`src/rtl/cnn_bn_param_feeder.sv`:
```
// BN parameter feeder: loads per-channel weight/bias once, then tags a channel-major pixel stream with them.
// Optional BN_FEED_IDENTITY_EN: forward pixels in IDLE with weight=1.0, bias=0 before any load.
module cnn_bn_param_feeder #(
  parameter int DATA_WIDTH  = 32,
  parameter int CHANNEL_NUM = 16,
  parameter int IMAGE_SIZE  = 64
) (
  input  logic                  i_clk,
  input  logic                  i_reset,
  input  logic                  i_load_start,
  input  logic                  i_load_valid,
  input  logic [DATA_WIDTH-1:0] i_load_data,
  output logic                  o_param_ready,
  input  logic                  i_valid_in,
  input  logic [DATA_WIDTH-1:0] i_pxl_in,
  output logic                  o_valid_out,
  output logic [DATA_WIDTH-1:0] o_pxl_out,
  output logic                  o_valid_weight_out,
  output logic [DATA_WIDTH-1:0] o_weight_out,
  output logic                  o_valid_bias_out,
  output logic [DATA_WIDTH-1:0] o_bias_out,
  output logic                  o_frame_done
);
  localparam int LW = (2*CHANNEL_NUM > 1) ? $clog2(2*CHANNEL_NUM) : 1;
  localparam int CW = (CHANNEL_NUM > 1) ? $clog2(CHANNEL_NUM) : 1;
  localparam int PW = (IMAGE_SIZE > 1) ? $clog2(IMAGE_SIZE) : 1;
  localparam logic [DATA_WIDTH-1:0] ONE_F = DATA_WIDTH'(32'h3F80_0000);

  typedef enum logic [1:0] {S_IDLE, S_LOAD, S_RUN} state_t;

  state_t                r_state;
  logic [LW-1:0]         r_load_cnt;
  logic [PW-1:0]         r_pix_cnt;
  logic [CW-1:0]         r_ch_cnt;
  logic                  r_vld;
  logic                  r_frame_done;
  logic [DATA_WIDTH-1:0] r_pxl, r_weight, r_bias;
  logic [DATA_WIDTH-1:0] r_wram [CHANNEL_NUM];
  logic [DATA_WIDTH-1:0] r_bram [CHANNEL_NUM];

  logic          w_we, w_in_bias, w_last_word, w_fwd, w_ident, w_pix_wrap, w_ch_wrap;
  logic [CW-1:0] w_waddr;

  always_comb begin
    w_we        = (r_state == S_LOAD) && i_load_valid && !i_load_start && !i_reset;
    w_in_bias   = r_load_cnt >= LW'(CHANNEL_NUM);
    w_waddr     = w_in_bias ? CW'(r_load_cnt - LW'(CHANNEL_NUM)) : CW'(r_load_cnt);
    w_last_word = r_load_cnt == LW'(2*CHANNEL_NUM-1);
    w_pix_wrap  = r_pix_cnt == PW'(IMAGE_SIZE-1);
    w_ch_wrap   = r_ch_cnt == CW'(CHANNEL_NUM-1);
    w_ident     = 1'b0;
`ifdef BN_FEED_IDENTITY_EN
    w_ident     = (r_state == S_IDLE);
    w_fwd       = i_valid_in && !i_load_start && ((r_state == S_RUN) || w_ident);
`else
    w_fwd       = i_valid_in && !i_load_start && (r_state == S_RUN);
`endif
  end

  // Parameter RAMs carry no reset; a reset simply forces a full reload before RUN.
  always_ff @(posedge i_clk) begin
    if (w_we) begin
      if (w_in_bias) r_bram[w_waddr] <= i_load_data;
      else           r_wram[w_waddr] <= i_load_data;
    end
  end

  always_ff @(posedge i_clk) begin
    if (i_reset) begin
      r_state      <= S_IDLE;
      r_load_cnt   <= '0;
      r_pix_cnt    <= '0;
      r_ch_cnt     <= '0;
      r_vld        <= 1'b0;
      r_frame_done <= 1'b0;
      r_pxl        <= '0;
      r_weight     <= '0;
      r_bias       <= '0;
    end else begin
      r_vld        <= w_fwd;
      r_frame_done <= w_fwd && w_pix_wrap && w_ch_wrap;
      if (w_fwd) begin
        r_pxl    <= i_pxl_in;
        r_weight <= w_ident ? ONE_F : r_wram[r_ch_cnt];
        r_bias   <= w_ident ? '0    : r_bram[r_ch_cnt];
        if (w_pix_wrap) begin
          r_pix_cnt <= '0;
          r_ch_cnt  <= w_ch_wrap ? '0 : r_ch_cnt + 1'b1;
        end else begin
          r_pix_cnt <= r_pix_cnt + 1'b1;
        end
      end
      // State transitions below take precedence over the counter advance above.
      case (r_state)
        S_IDLE: if (i_load_start) begin
          r_state    <= S_LOAD;
          r_load_cnt <= '0;
          r_pix_cnt  <= '0;
          r_ch_cnt   <= '0;
        end
        S_LOAD: begin
          if (i_load_start) begin
            r_load_cnt <= '0;
          end else if (i_load_valid) begin
            if (w_last_word) begin
              r_state    <= S_RUN;
              r_load_cnt <= '0;
              r_pix_cnt  <= '0;
              r_ch_cnt   <= '0;
            end else begin
              r_load_cnt <= r_load_cnt + 1'b1;
            end
          end
        end
        S_RUN: if (i_load_start) begin
          r_state    <= S_LOAD;
          r_load_cnt <= '0;
          r_pix_cnt  <= '0;
          r_ch_cnt   <= '0;
        end
        default: r_state <= S_IDLE;
      endcase
    end
  end

  assign o_param_ready      = (r_state == S_RUN);
  assign o_valid_out        = r_vld;
  assign o_valid_weight_out = r_vld;
  assign o_valid_bias_out   = r_vld;
  assign o_pxl_out          = r_pxl;
  assign o_weight_out       = r_weight;
  assign o_bias_out         = r_bias;
  assign o_frame_done       = r_frame_done;
endmodule

```
`config.mk`:
```
export PLATFORM = sky130hd
export DESIGN_NAME = cnn_bn_param_feeder
export DESIGN_NICKNAME = d
export VERILOG_FILES = /design/src/rtl/cnn_bn_param_feeder.sv
export SDC_FILE = /design/constraint.sdc
export NUM_CORES = 1
export LEC_CHECK = 0
export CORE_MARGIN = 4
export CORE_UTILIZATION = 51
export DETAILED_ROUTE_END_ITERATION = 8
export PLACE_DENSITY = 0.69
export SLEW_MARGIN = 30
export SYNTH_ARGS = -nofsm -noshare
export SYNTH_HDL_FRONTEND = slang
export SYNTH_SLANG_ARGS = --single-unit
```
`constraint.sdc`:
```
create_clock -name i_clk -period 4.05 [get_ports i_clk]
set_input_delay 0.6075 -clock i_clk [delete_from_list [all_inputs] [get_ports i_clk]]
set_output_delay 0.6075 -clock i_clk [all_outputs]
set_load 0.05 [all_outputs]
```
; Word level (Yosys, flattened, before mapping)
; Memory sizes are Yosys's and may differ from the RTL's. A register that Yosys moved wholly into a read port is not among the register bits.
; Cells that the tools add are included.
[totals]
regBits = 51
ram_bits = 1024
elab_cells = 70
out_inout_bits = 101
input_bits = 69
memories = 2
[op_classes]
order_cmp = 1
add_sub_neg = 4
n_eq_ne = 10
n_reduce_logical = 14
mux = 32
[mem_list]
columns = memory, words, width, read_ports, rd_clocked_by_memory_dff, write_ports, line_no
row1 = r_bram, 16, 32, 1, 1, 1, 39  ; logic [DATA_WIDTH-1:0] r_bram [CHANNEL_NUM];
row2 = r_wram, 16, 32, 1, 1, 1, 38  ; logic [DATA_WIDTH-1:0] r_wram [CHANNEL_NUM];
[op_table]
columns = operator, count
row1 = two-way mux 6 bit, 6
row2 = two-way mux 4 bit, 8
row3 = two-way mux 5 bit, 4
row4 = one-hot mux 6 bit (2 select lines), 1
row5 = one-hot mux 5 bit (2 select lines), 1
row6 = two-way mux 2 bit, 4
row7 = one-hot mux 4 bit (2 select lines), 1
row8 = logical AND 1 bit, 7
row9 = "adder 6 x 1 -> 6 bit, second input constant", 1
row10 = "== test 6 bit, second input constant", 1
row11 = two-way mux 1 bit, 6
row12 = "inequality test 2 bit, second input constant", 3
row13 = "adder 5 x 1 -> 5 bit, second input constant", 1
row14 = "== test 5 bit, second input constant", 1
row15 = ">= comparator 5 bit, second input constant", 1
row16 = "adder 4 x 1 -> 4 bit, second input constant", 1
row17 = "== test 4 bit, second input constant", 1
row18 = one-hot mux 2 bit (2 select lines), 1
row19 = AND reduction 4 bit, 1
row20 = "subtractor 4 x 1 -> 4 bit, second input constant", 1
row21 = "inequality test 3 bit, second input constant", 1
row22 = AND reduction 3 bit, 1
row23 = "== test 2 x 1 -> 1 bit, second input constant", 1
row24 = "== test 2 bit, second input constant", 1
row25 = 5 further kinds, 6

; Longest topological paths before layout
[logic_depth]
depth_word = 8
ltp_mapped = 8
mapped_depth_nobuf = 7

; Least setup slack after synthesis
; Ideal clock, no wire load.
[synth_path]
path_kind = input port to flip-flop
from = in i_load_start
to = mem r_bram[6][0], enable pin
t_arrival_ps = 2724
slack_ps = 905
t_required_ps = 3629
cell_stages = 4
path_buffers = 0
setup_ps = 421
cell_sequence = nand4bb_1 > nor3b_1 > nand2_1 > nor2_1
[synth_via]
elab_chain_cells = 5
[synth_rtl]
columns = item, line_no
row1 = from (decl), 10  ; input logic i_load_start,
row2 = logical NOT 1 bit, 45  ; w_we = (r_state == S_LOAD) && i_load_valid && !i_load_start && !i_reset;
row3 = logical AND 1 bit (2 in series), 45
row4 = two-way mux 1 bit, 62  ; if (w_we) begin
row5 = two-way mux 1 bit (implied by the code), 63  ; if (w_in_bias) r_bram[w_waddr] <= i_load_data;
row6 = to (decl), 39
; No other way between the ends.

; Worst setup path in the final report
[layout_path]
from = reg r_state[1]
to = out o_param_ready
[layout_via]
elab_chain_cells = 1
[layout_rtl]
columns = item, line_no
row1 = from (decl), 31  ; state_t r_state;
row2 = from (signal assigned), 70  ; r_state <= S_IDLE;
row3 = from (signal assigned), 96  ; r_state <= S_LOAD;
row4 = from (signal assigned), 106  ; r_state <= S_RUN;
row5 = == test 2 bit, 126  ; assign o_param_ready = (r_state == S_RUN);
row6 = to (decl), 13  ; output logic o_param_ready,
; No other way between the ends.

==> summary.txt <==
Worst setup path
  – Critical Path Fanout Max: 9
  – Critical path type: reg2out
  – Critical Path RT: around 3.4 ns
  – Worst reg2reg startpoint: r_state[0]
  – Setup crit start: r_state[1]
  – Crit. End Element: output port
  – Crit start category: flip-flop
  – Crit path DAT: between 2 and 2.5 ns

Global route
  – Tot GR Track Use: a little over a fifth
  – Total grt overflow: 0
  – First-pass GRT wire length: around 140 mm
  – Vias in the first global route: approximately 22,000
  – Antenna violations before repair: 1
  – Largest net degree at the start of global routing: between 70 and 80

Logic synthesis
  – Synth warnings: 0
  – Synth area leader: edfxtp_1
  – Sequential fraction of the synthesis area: between 70% and 80%
  – Synthesized area per cell: around 21 µm²
  – Post-synth EDFFs: 1,024
  – Post-synth top flop: edfxtp_1
  – Area share of the largest cell type after synthesis: between 70% and 80%
  – Ys async rst share: 0%
  – Largest cells by area after synthesis: edfxtp_1 (71%), mux4_2 (13%), dfxtp_1 (5.3%), mux2i_1 (3.0%), o221ai_1 (1.3%)
  – Most frequent cell after synthesis: edfxtp_1
  – Synth cell count leaders: edfxtp_1 (1,024), mux4_2 (256), mux2i_1 (130)
  – Syn nets: around 2,100
  – Mapped Cells: around 2,000
  – Cell Area, Synth: approximately 0.043 mm²
  – Cell variety after synth: 42
  – Yosys reg bits: 1,139

Detailed routing
  – Iteration-0 DRC Markers: slightly below 2,000
  – Final ANT Viol Nets: 0
  – Routed wire length: approximately 94 mm
  – Total number of vias: 20,700
  – Remaining DRCs: 0
  – Drt wl/cell: between 20 and 30 µm
  – DRT Pass-1 Iters: 5
  – DR vias/cell: slightly below 6

Final layout
  – Layout cells sized above 1: between 20% and 30%
  – NumNets Final: 2,334
  – Finished Cell Area: between 0.05 and 0.06 mm²
  – Area Growth Syn to Fin: 17.3%

Timing
  – Final setup viols: 0
  – Highest clock rate: approximately 0.35 GHz
  – Layout Skew: between 0.02 and 0.025 ns
  – Slew Limit Headroom: between 30% and 40%
  – Final period utilization: 70.8%
  – Setup TNS: 0 ns
  – Slew @ Worst Pin: between 1 and 1.5 ns
  – Hold Fails Final Rpt: 0
  – Final min period: ~2.9 ns
  – RSZ-0062 raised after global routing: no
  – Slew Viols, Final: 0

Hold path
  – Hold Path Origin: o_pxl_out[9]
  – Worst min-delay path class: reg2reg

Floorplan
  – Die area: about 0.09 mm²
  – Core Region: 0.0837 mm²
  – Rows: between 100 and 150
  – Initial Util: 51.4%
  – # IOs: 170
  – Die height: around 300 µm
  – Die Width: slightly below 300 µm

Placement
  – Cell Area, Placed: around 0.047 mm²
  – GP Congestion: 0.808
  – DP Wirelength: approximately 56 mm
  – Buffers on Ports: ~170

Clock tree
  – Post-cts hold buffer count: 0
  – Max H-tree Level: 3
  – CTS Root Cell: clkbuf_16
  – Post-CTS Repair Setup Buffers: 0
  – Clk slew on worst S/H paths: 0.06 ns
  – Clock Tree Buf Depth: 3
  – CTS Sinks: approximately 1,100
  – CTS tree: done
  – Resize count post-CTS: 0
  – CTS buffer count: ~110
  – Worst-Skew Late Latency: 0.69 ns

Pwr
  – Leakage power: ~15 nW
  – VDD IR max: 0.313 mV
  – Cell Pwr Density: roughly 460 mW/mm²

Run status
  – Status: complete, no violations

Run
  – Maxcap violations: 0
==> per-layer routing <==
metal	vias up	wire (µm)	GRT usage, %
met2	737	47000	35.0
met1	11000	39000	29.8
met3	125	5970	3.63
met4	0	2060	5.86
met5	-	0	0
li1	8843	-	-
==> path summary, 6_finish.rpt <==
path	to	slack, ns	depth (start not counted)
worst min-delay path	o_pxl_out[9]	0.46	2
worst max-delay path	o_param_ready	1.18	2
worst min register to register	o_pxl_out[9]	0.46	2
worst max register to register	r_wram[3][17]	1.28	6
==> worst max-delay path: stages (launching register included) <==
cell and delay [ns]:
dfxtp_1 0.51, nor2b_1 0.25, clkdlybuf4s50_1 0.83
==> report_power, final <==
group | internal, mW | total (mW) | switching (mW)
clock network | 6.09 | 10.4 | 4.26
logic | 0.0936 | 0.320 | 0.227
registers | 12.8 | 12.8 | 0.00448
==> flip-flops by register name, summed over array words and instances (netlist names) <==
register          flops
r_bram              512
o_weight_out         32
o_valid_bias_out      1
o_bias_out           32
r_load_cnt            5
r_wram              512
o_pxl_out            32
r_pix_cnt             6
r_state               2
o_frame_done          1
r_ch_cnt              4
==> cells by family (layout without fill, tap and decap cells) <==
kind of cell / after synthesis / count (layout) / synth area share [%]
AND/OR/NAND/NOR: 224 / 224 / 2.79
flip-flops: 1139 / 1139 / 76.8
XOR/XNOR: 5 / 5 / 0.102
adder cells (fa/ha/maj): 7 / 7 / 0.204
multiplexers: 386 / 386 / 16.4
AO/OA/AOI/OAI: 118 / 118 / 2.01
buffers and inverters: 126 / 473 / 1.67
other: 0 / 1 / 0
==> cell usage in the layout (no fill, tap or decap), types with 5 or more instances in the layout <==
cell / count
mux2i_1: 130
clkinv_1: 12
bufinv_16: 15
clkdlybuf4s50_1: 162
nor3_1: 5
nor2_1: 12
clkinvlp_4: 7
buf_12: 31
mux4_2: 256
clkbuf_1: 23
clkbuf_8: 11
edfxtp_1: 1024
ha_1: 7
clkinv_2: 20
a21oi_1: 43
dfxtp_1: 112
nand3b_1: 65
buf_2: 6
nor2_4: 30
inv_1: 5
clkbuf_16: 108
nand2_1: 87
buf_4: 64
o221ai_1: 64
==> layout make-up <==
cell class,instances,area (µm²)
antenna,1,2.50
clock buffer,142,2940
clock inverter,62,759
fill,5716,33200
inverter,5,18.8
multi-input combinational,740,9510
sequential,1139,33100
tap,1134,1420
timing repair buffer,264,2760
==> through the flow <==
stage | hold WS (ns) | power, mW | setup WS (ns) | cells | util [%]
final | 0.457 | 23.5 | 1.18 | 3487 | 60.3
after global routing | 0.460 | 24.2 | 1.08 | 3486 | 60.3
after CTS | 0.427 | 23.6 | 1.15 | 3486 | 60.3
after detailed placement | 0.451 | 13.4 | 0.564 | 3282 | 55.9
after global placement | 0.443 | 13.4 | 0.579 | 3282 | 55.9
after floorplan | 0.446 | 13.1 | 0.905 | 2005 | -
(Power assumes the default switching activity.)
